File: config.mk
export PLATFORM = sky130hd
export DESIGN_NAME = scr1_timer_arb
export DESIGN_NICKNAME = d
export VERILOG_FILES = /design/src/rtl/scr1_timer_arb_pkg.sv /design/src/rtl/scr1_rr_picker.sv /design/src/rtl/scr1_timer_arb.sv
export SDC_FILE = /design/constraint.sdc
export NUM_CORES = 1
export LEC_CHECK = 0
export CAP_MARGIN = 20
export CORE_AREA = 2 2 119 121
export DETAILED_ROUTE_END_ITERATION = 8
export DIE_AREA = 0 0 121 123
export PLACE_DENSITY = 0.67
export SETUP_SLACK_MARGIN = 0.1
export SYNTH_ARGS = -nofsm -noshare
export SYNTH_HDL_FRONTEND = slang
export SYNTH_SLANG_ARGS = --single-unit
File: constraint.sdc
create_clock -name clk -period 2.2 [get_ports clk]
set_input_delay 0.33 -clock clk [delete_from_list [all_inputs] [get_ports clk]]
set_output_delay 0.33 -clock clk [all_outputs]
set_load 0.03 [all_outputs]
File: src/rtl/scr1_timer_arb_pkg.sv
// Shared types for the timer-port arbiter: memory interface enums, FSM states and bus widths.
package scr1_timer_arb_pkg;

  localparam int DMEM_AW = 32;
  localparam int DMEM_DW = 32;

  // Same encodings as the core memory interface, so fields pass straight through.
  typedef enum logic {
    MEM_CMD_RD = 1'b0,
    MEM_CMD_WR = 1'b1
  } mem_cmd_e;

  typedef enum logic [1:0] {
    MEM_WIDTH_BYTE  = 2'd0,
    MEM_WIDTH_HWORD = 2'd1,
    MEM_WIDTH_WORD  = 2'd2
  } width_e;

  typedef enum logic [1:0] {
    MEM_RESP_NOTRDY = 2'd0,
    MEM_RESP_RDY_OK = 2'd1,
    MEM_RESP_RDY_ER = 2'd2
  } mem_resp_e;

  typedef enum logic {
    IDLE      = 1'b0,
    WAIT_RESP = 1'b1
  } type_scr1_timer_arb_fsm_e;

endpackage

File: src/rtl/scr1_rr_picker.sv
// Rotating priority encoder: the first asserted request at or after ptr (mod NREQ) wins.
module scr1_rr_picker #(
  parameter int NREQ = 2
) (
  input  logic [NREQ-1:0]         req,
  input  logic [$clog2(NREQ)-1:0] ptr,
  output logic [NREQ-1:0]         grant,
  output logic [$clog2(NREQ)-1:0] idx,
  output logic                    any
);

  localparam int PW = $clog2(NREQ);

  always_comb begin : pick
    logic [PW-1:0] j;
    grant = '0;
    idx   = '0;
    any   = 1'b0;
    j     = '0;
    for (int i = 0; i < NREQ; i++) begin
      j = PW'((int'(ptr) + i) % NREQ);
      if (!any && req[j]) begin
        any      = 1'b1;
        grant[j] = 1'b1;
        idx      = j;
      end
    end
  end

endmodule

File: src/rtl/scr1_timer_arb.sv
// Round-robin arbiter in front of the timer dmem port: one outstanding transaction,
// responses routed to their owner only, and a forced RDY_ER if the timer never answers.
module scr1_timer_arb
  import scr1_timer_arb_pkg::*;
#(
  parameter int NREQ    = 2,
  parameter int TIMEOUT = 16
) (
  input  logic               clk,
  input  logic               rst_n,
  input  logic [NREQ-1:0]    req_i,
  input  mem_cmd_e           cmd_i   [NREQ],
  input  width_e             width_i [NREQ],
  input  logic [DMEM_AW-1:0] addr_i  [NREQ],
  input  logic [DMEM_DW-1:0] wdata_i [NREQ],
  output logic [NREQ-1:0]    req_ack_o,
  output logic [DMEM_DW-1:0] rdata_o [NREQ],
  output mem_resp_e          resp_o  [NREQ],
  output logic               tgt_req,
  output mem_cmd_e           tgt_cmd,
  output width_e             tgt_width,
  output logic [DMEM_AW-1:0] tgt_addr,
  output logic [DMEM_DW-1:0] tgt_wdata,
  input  logic               tgt_req_ack,
  input  logic [DMEM_DW-1:0] tgt_rdata,
  input  mem_resp_e          tgt_resp
);

  localparam int PW = $clog2(NREQ);
  localparam int CW = $clog2(TIMEOUT);

  type_scr1_timer_arb_fsm_e state, state_next;
  logic [PW-1:0]   owner, owner_next;
  logic [PW-1:0]   rr_ptr, rr_next;
  logic [CW-1:0]   tout_cnt, tout_next;
  logic [NREQ-1:0] grant;
  logic [PW-1:0]   win_idx;
  logic            win_any;
  logic            arb_en;
  logic            accept;

  scr1_rr_picker #(.NREQ(NREQ)) u_picker (
    .req   (req_i),
    .ptr   (rr_ptr),
    .grant (grant),
    .idx   (win_idx),
    .any   (win_any)
  );

  always_ff @(posedge clk or negedge rst_n) begin
    if (!rst_n) begin
      state    <= IDLE;
      owner    <= '0;
      rr_ptr   <= '0;
      tout_cnt <= '0;
    end else begin
      state    <= state_next;
      owner    <= owner_next;
      rr_ptr   <= rr_next;
      tout_cnt <= tout_next;
    end
  end

  // Arbitration is gated by rst_n so the target port stays quiet while reset is held.
  always_comb begin
    state_next = state;
    owner_next = owner;
    rr_next    = rr_ptr;
    tout_next  = tout_cnt;
    arb_en     = 1'b0;
    for (int i = 0; i < NREQ; i++) begin
      resp_o[i]  = MEM_RESP_NOTRDY;
      rdata_o[i] = '0;
    end

    case (state)
      IDLE: arb_en = rst_n;
      WAIT_RESP: begin
        resp_o[owner]  = tgt_resp;
        rdata_o[owner] = tgt_rdata;
        if (tgt_resp != MEM_RESP_NOTRDY) begin
          arb_en     = rst_n;
          state_next = IDLE;
        end else if (tout_cnt == CW'(TIMEOUT - 1)) begin
          resp_o[owner]  = MEM_RESP_RDY_ER;
          rdata_o[owner] = '0;
          state_next     = IDLE;
        end else begin
          tout_next = tout_cnt + 1'b1;
        end
      end
      default: state_next = IDLE;
    endcase

    tgt_req   = arb_en & win_any;
    accept    = tgt_req & tgt_req_ack;
    tgt_cmd   = MEM_CMD_RD;
    tgt_width = MEM_WIDTH_BYTE;
    tgt_addr  = '0;
    tgt_wdata = '0;
    if (tgt_req) begin
      tgt_cmd   = cmd_i[win_idx];
      tgt_width = width_i[win_idx];
      tgt_addr  = addr_i[win_idx];
      tgt_wdata = wdata_i[win_idx];
    end
    req_ack_o = accept ? grant : '0;

    // A new accept overrides the completion path, giving one transaction per cycle.
    if (accept) begin
      owner_next = win_idx;
      rr_next    = (win_idx == PW'(NREQ - 1)) ? '0 : PW'(win_idx + 1'b1);
      tout_next  = '0;
      state_next = WAIT_RESP;
    end
  end

endmodule

Yosys cells after proc, flatten, opt, wreduce, memory -nomap -nowiden
Cells that the tools add are included.
{"block": "word_totals", "regBits": 7, "in_bits": 173, "out_inout_bits": 138, "elab_cells": 90}
{"block": "classes", "addsub": 3, "order_cmp": 7, "n_eq_ne": 3, "mux": 52, "bitwise": 13, "reduce_logical": 8}
{"operator": "2-to-1 mux 32 bit", "n": 9}
{"operator": "2-to-1 mux 64 bit", "n": 3}
{"operator": "AND 64 bit", "n": 2}
{"operator": "inverter 64 bit", "n": 1}
{"operator": "demux 32 bit (select 1 bit)", "n": 1}
{"operator": "2-to-1 mux 4 bit", "n": 7}
{"operator": "2-to-1 mux 1 bit", "n": 20}
{"operator": "2-to-1 mux 2 bit", "n": 8}
{"operator": "adder 4 x 1 -> 4 bit (second input constant)", "n": 1}
{"operator": "AND 4 bit", "n": 1}
{"operator": "equality test 4 bit (second input constant)", "n": 1}
{"operator": "greater-or-equal comparator 2 bit (second input constant)", "n": 2}
{"operator": "logical AND 1 bit", "n": 4}
{"operator": "< comparator 1 x 2 -> 1 bit (second input constant)", "n": 2}
{"operator": "inequality test 2 bit (second input constant)", "n": 2}
{"operator": "inverter 1 -> 2 bit", "n": 2}
{"operator": "bitwise OR 2 bit", "n": 2}
{"operator": "nonzero test 2 bit", "n": 2}
{"operator": "AND reduction 3 bit", "n": 1}
{"operator": "adder 1 bit (second input constant)", "n": 2}
{"operator": "AND 1 bit", "n": 2}
{"operator": "AND 2 bit", "n": 1}
{"operator": "demux 1 bit (select 1 bit)", "n": 2}
{"operator": "demux 2 bit (select 1 bit)", "n": 1}
{"operator": "other kinds (6)", "n": 7}

Longest topological paths before layout
Gate-level depths: netlist of the first run.
{"block": "logic_depth", "depth_word": 11, "depth_mapped": 7, "mapped_depth_nobuf": 4}

Modules after synthesis
A second synthesis of the first run with hierarchy kept.
{"block": "unflattened", "hier_cells": 272, "area_unflattened_um2": 1873.0}
{"mod": "scr1_timer_arb", "n_inst": 1, "cells_each": 267, "area_each_um2": 1840.5, "seq_area_each_um2": 175.2}
{"mod": "scr1_rr_picker", "n_inst": 1, "cells_each": 5, "area_each_um2": 32.5, "seq_area_each_um2": 0.0}

Least setup slack after synthesis of the first run
Ideal clock, no wire load.
{"block": "synth_timing", "path_kind": "register -> output", "from": "register tout_cnt[0]", "to": "output port rdata_o[10] in the netlist's numbering", "arrival_time_ns": 1.672, "required_ns": 1.870, "path_slack_ns": 0.198, "stages_incl_launch_ff": 7, "path_buffers": 2, "cell_sequence": "dfrtp_1 > ha_1 > and3_1 > clkbuf_1 > a21oi_1 > clkbuf_1 > and2_1"}
{"element": "start: declaration", "line": "scr1_timer_arb.sv:35", "rtl": "logic [CW-1:0] tout_cnt, tout_next;"}
{"element": "start signal: assignment", "line": "scr1_timer_arb.sv:60", "rtl": "tout_cnt <= tout_next;"}
{"element": "end: declaration", "line": "scr1_timer_arb.sv:17", "rtl": "output logic [DMEM_DW-1:0] rdata_o [NREQ],"}

==> results.json, run 1 <==
{
  "status": "completed",
  "grt.total_usage": 0.164,
  "initial_core_util": 0.162,
  "boundaryPins": 311,
  "clockRootBuffer": "clkbuf_16",
  "post_drt_wl_per_cell_um": 16.6,
  "route.detailed.drc": 0,
  "power.density_nw_per_um2": 351,
  "grt_max_degree": 43,
  "cts.sinks": 7,
  "fp.dieH_um": 123,
  "first_iter_violations": 196,
  "met2_usage": 0.289,
  "hold_buffers": 0,
  "place_hpwl_um": 9740,
  "nets": 840,
  "maxCapViolations": 0,
  "relSlewSlack": 0.772,
  "first_global_vias": 3602,
  "cts_max_level": 1,
  "clk_path_buf_depth": 2,
  "hold_slack_ns": 0.178,
  "yosysUniqueCellTypes": 26,
  "seq_area_frac_synth": 0.0794,
  "final_common_cell": "clkdlybuf4s50_1",
  "rsz0062_at_grt": "yes",
  "postSynthAreaPerCell_um2": 6.13,
  "met1_usage": 0.215,
  "arrival_ns": 1.75,
  "drive_above_1_share": 0.305,
  "syn_inst": 360,
  "n_fill_cell": 1352,
  "antenna_found_initial": 0,
  "path_clk_slew_ns": 0.04,
  "hold_path.class": "in2async",
  "synth-seq-cells": 7,
  "tightest_slew_ns": 0.342,
  "vdd_drop_max_mv": 0.271,
  "core_area_um2": 13600,
  "setup_tns_ns": 0,
  "drv_slew": 0,
  "areaGrowthSynthToFinish_pct": 161,
  "top_usage_layer": "met2",
  "worst-path-max-fanout": 8,
  "first_pass_iters": 5,
  "yosys_warnings": 0,
  "cts_buffers": 3,
  "max_freq_mhz": 481,
  "final_cell_mix": "169 x clkdlybuf4s50_1, 143 x buf_4, 70 x o21ai_0",
  "synth_fp_nets": 534,
  "grt_overflow": 0,
  "final_hold_viol_count": 0,
  "required_ns": 1.87,
  "period_minus_slack_ns": 2.08,
  "vias": 3915,
  "fin_skew_ns": 0.000868,
  "synthesis.area_um2": 2210,
  "gp_congestion": 0.843,
  "path_class": "reg2out",
  "die_area_um2": 14900,
  "drtAntennaViolNets": 0,
  "grt_first_pass_wirelength_um": 19700,
  "start_kind": "flip-flop",
  "clkLatencyLatePin_ns": 0.23,
  "endpoint_kind": "output port",
  "leakage_uw": 0.00243,
  "diodes": 0,
  "seqCellArea_um2": 175,
  "die_w_um": 121,
  "p_total_uw": 2020,
  "num_rows": 43,
  "report.final.setup_viol": 0,
  "portBuffers": 310,
  "viasPerCell": 4.63,
  "cts_tree": "yes",
  "finalCritPeriodShare": 0.945,
  "drt-total-wl_um": 14000,
  "met3_usage": 0.0291,
  "multi_input_area_um2": 1910
}
layer usage:
| layer | vias to the layer above | wire [µm] |
|---|---|---|
| li1 | 1886 | - |
| met1 | 1854 | 5920 |
| met2 | 164 | 7030 |
| met3 | 11 | 1010 |
| met4 | 0 | 95 |
| met5 | - | 0 |
area by class of cell:
cell class,instances,area share
multi-input combinational,304,0.332
clock buffer,4,0.0137
tap,180,0.0392
inverter,3,0.00196
sequential,7,0.0305
timing repair buffer,347,0.582
registers in the layout (all words and copies together) (netlist names):
register and flops:
owner 1, state 1, tout_cnt 4, rr_ptr 1
final timing paths:
path | start | end | slack [ns] | cells after the start
max | tout_cnt[1] | rdata_o[12] | 0.12 | 7
min | rst_n | owner | 0.18 | 2
max reg2reg | state | tout_cnt[0] | 0.63 | 4
min reg2reg | owner | owner | 0.54 | 2
max in group asynchronous | rst_n | tout_cnt[3] | 1.89 | 2
min in group clk | owner | owner | 0.54 | 2
power by group:
part / switching [µW] / total [µW] / internal [µW]
Combinational: 763 / 1560 / 792
Clock: 68.1 / 309 / 241
Sequential: 11.1 / 154 / 143
timing repair:
action                     in CTS  in global routing
setup endpoints to repair     136                105
gates cloned                    8                  1
resized for setup              22                 26
pin swaps                       3                  2
setup buffers                   5                  5
critical path, cell delays in order, from the launching register on:
cell and delay, ns:
dfrtp_1 0.39, ha_2 0.20, and3_4 0.18, a21oi_4 0.20, buf_4 0.14, buf_6 0.12
and2_4 0.17, buf_12 0.11
logic make-up (layout without fill, tap and decap cells):
| group | count (synthesis) | in the layout | share of synthesized area |
|---|---|---|---|
| simple gates | 153 | 153 | 0.469 |
| fa+ha+maj | 1 | 1 | 0.00567 |
| mux | 1 | 1 | 0.00510 |
| flops | 7 | 7 | 0.0794 |
| buf+inv | 49 | 354 | 0.0987 |
| compound gates | 149 | 149 | 0.343 |
cells in the mapped netlist:
library cell | n | area, µm²
a21oi_1 | 74 | 370
and2_1 | 64 | 400
and3_1 | 2 | 12.5
and4b_1 | 1 | 10.0
buf_2 | 9 | 45.0
buf_6 | 3 | 33.8
clkbuf_1 | 34 | 128
dfrtp_1 | 7 | 175
ha_1 | 1 | 12.5
inv_1 | 2 | 7.51
inv_2 | 1 | 3.75
mux2_2 | 1 | 11.3
nand2_1 | 1 | 3.75
nand2b_1 | 3 | 18.8
nand3_1 | 1 | 5.00
nand3b_1 | 68 | 510
nor2_1 | 6 | 22.5
nor2b_1 | 1 | 6.26
nor3_1 | 2 | 10.0
nor3b_2 | 1 | 12.5
o211ai_1 | 1 | 7.51
o21ai_0 | 71 | 355
o21bai_1 | 1 | 7.51
o31ai_1 | 2 | 15.0
or3_1 | 2 | 12.5
or3b_1 | 1 | 8.76
stage by stage:
step,cell area (µm²),setup slack [ns],std cells,utilization
after global routing,5750,0.0732,845,0.422
after detailed placement,5220,0.00181,822,0.383
after global placement,5220,0.0192,822,0.383
after CTS,5610,0.0594,839,0.412
after floorplan,2210,0.198,360,-
final,5750,0.122,845,0.422
Note: power is estimated with default switching activity, not from simulation.
==> inputs of run 2 (changes only) <==
==> constraint.sdc (replaced) <==
create_clock -name clk -period 2.2 [get_ports clk]
set_input_delay 0.55 -clock clk [delete_from_list [all_inputs] [get_ports clk]]
set_output_delay 0.55 -clock clk [all_outputs]
set_load 0.03 [all_outputs]
==> results.json, run 2 (synthesis results as in run 1) <==
{
  "relSlewSlack": 0.731,
  "final_area_um2": 7870,
  "fin_skew_ns": 0.000731,
  "place_hpwl_um": 10400,
  "top_register": "tout_cnt",
  "fp.dieH_um": 123,
  "grt.total_usage": 0.191,
  "first_global_vias": 4177,
  "max_freq_mhz": 426,
  "place_inst": 838,
  "seqCellArea_um2": 175,
  "hold_buffers": 0,
  "n_fill_cell": 1107,
  "drv_slew": 0,
  "num_rows": 43,
  "nets": 889,
  "maxCapViolations": 0,
  "clockRootBuffer": "clkbuf_16",
  "path_class": "reg2out",
  "first_iter_violations": 194,
  "boundaryPins": 311,
  "final_common_cell": "clkdlybuf4s50_1",
  "vias": 4297,
  "drt-total-wl_um": 16900,
  "cts_max_level": 1,
  "p_total_uw": 2740,
  "worst-path-max-fanout": 5,
  "clk_path_buf_depth": 2,
  "post_drt_wl_per_cell_um": 18.9,
  "arrival_ns": 1.80,
  "cts.sinks": 7,
  "place_area_um2": 5920,
  "leakage_uw": 0.00308,
  "required_ns": 1.65,
  "gp_congestion": 0.766,
  "status": "finished with violations",
  "endpoint_kind": "output port",
  "grt_overflow": 0,
  "final_cells": 894,
  "final_hold_viol_count": 0,
  "r2r_slack_ns": 0.52,
  "path_clk_slew_ns": 0.04,
  "tightest_slew_ns": 0.399,
  "power.density_nw_per_um2": 348,
  "die_area_um2": 14900,
  "report.final.setup_viol": 124,
  "finalCritPeriodShare": 1.07,
  "route.detailed.drc": 0,
  "grt_max_degree": 52,
  "largest_register_ffs": 4,
  "cts_tree": "yes",
  "cts_buffers": 3,
  "period_minus_slack_ns": 2.35,
  "die_w_um": 121,
  "clkLatencyLatePin_ns": 0.24,
  "drtAntennaViolNets": 0,
  "areaGrowthSynthToFinish_pct": 257,
  "first_pass_iters": 5,
  "fin_util": 0.578,
  "multi_input_area_um2": 2780,
  "final_cell_mix": "166 x clkdlybuf4s50_1, 157 x buf_6, 68 x nand3b_1",
  "antenna_found_initial": 0,
  "portBuffers": 310,
  "hold_path.class": "in2async",
  "rsz0062_at_grt": "yes",
  "viasPerCell": 4.81,
  "diodes": 0,
  "violations": "negative setup slack",
  "start_kind": "flip-flop",
  "core_area_um2": 13600,
  "drive_above_1_share": 0.539,
  "vdd_drop_max_mv": 0.199,
  "initial_core_util": 0.162,
  "grt_first_pass_wirelength_um": 22500,
  "worst_slack_ns": -0.150
}
-- run 2: cell types whose count changed in the layout (fill, tap and decap cells not counted), sizes merged --
cell,before,now
buf,170,224
bufbuf,3,0
clkbuf,5,9
clkdlybuf4s50,169,166
dlygate4sd2,4,0
dlymetal6s2s,0,1
-- run 2: area by class of cell --
type | instances | share of cell area
Clock buffer | 4 | 0.0100
Timing Repair Buffer | 396 | 0.584
Inverter | 3 | 0.00207
Tap cell | 180 | 0.0286
Multi-Input combinational cell | 304 | 0.353
Sequential cell | 7 | 0.0222
-- run 2: critical path: stages (launching register included) --
cell and delay, ns:
dfrtp_1 0.40, ha_2 0.19, and3_4 0.17, a21oi_4 0.17
buf_6 0.16, buf_6 0.10, buf_6 0.10, and2_4 0.14
buf_6 0.12
-- run 2: stage by stage --
stage	TNS [ns]	setup WS (ns)	hold WS, ns
2_1_floorplan	-0.0362	-0.0202	0.254
3_3_place_gp	-45.20	-0.455	0.527
3_5_place_dp	-52.11	-0.540	0.534
4_1_cts	-9.10	-0.144	0.392
5_1_grt	-15.06	-0.203	0.219
6_report	-9.96	-0.150	0.227
-- run 2: final timing paths --
kind / to / cells after the start / startpoint
setup / recovery: rdata_o[42] / 8 / tout_cnt[1]
hold / removal: rr_ptr / 2 / rst_n
setup reg to reg: tout_cnt[0] / 7 / tout_cnt[1]
hold reg to reg: owner / 2 / owner
max in group asynchronous: tout_cnt[3] / 3 / rst_n
min in group clk: owner / 2 / owner
-- run 2: metal layers --
| metal | track usage | routed length [µm] | share of wire |
|---|---|---|---|
| met5 | 0 | 0 | 0 |
| met4 | 0.0429 | 225 | 0.013 |
| met3 | 0.0258 | 889 | 0.053 |
| met2 | 0.367 | 9260 | 0.55 |
| met1 | 0.223 | 6530 | 0.39 |
-- run 2: timing repair --
item | CTS | global route
setup endpoints to repair | 136 | 136
endpoints found under the hold margin | 0 | 0
setup buffers | 16 | 18
gates cloned | 18 | 4
pin swaps | 59 | 27
gates resized for setup | 272 | 100
-- run 2: report_power, final --
group / internal, µW / leakage (µW) / switching, µW
combinational: 1210 / 0.00295 / 1050
sequential: 143 / 0.0000920 / 11.9
clock: 242 / 0.0000382 / 77.0
total: 1600 / 0.00308 / 1140
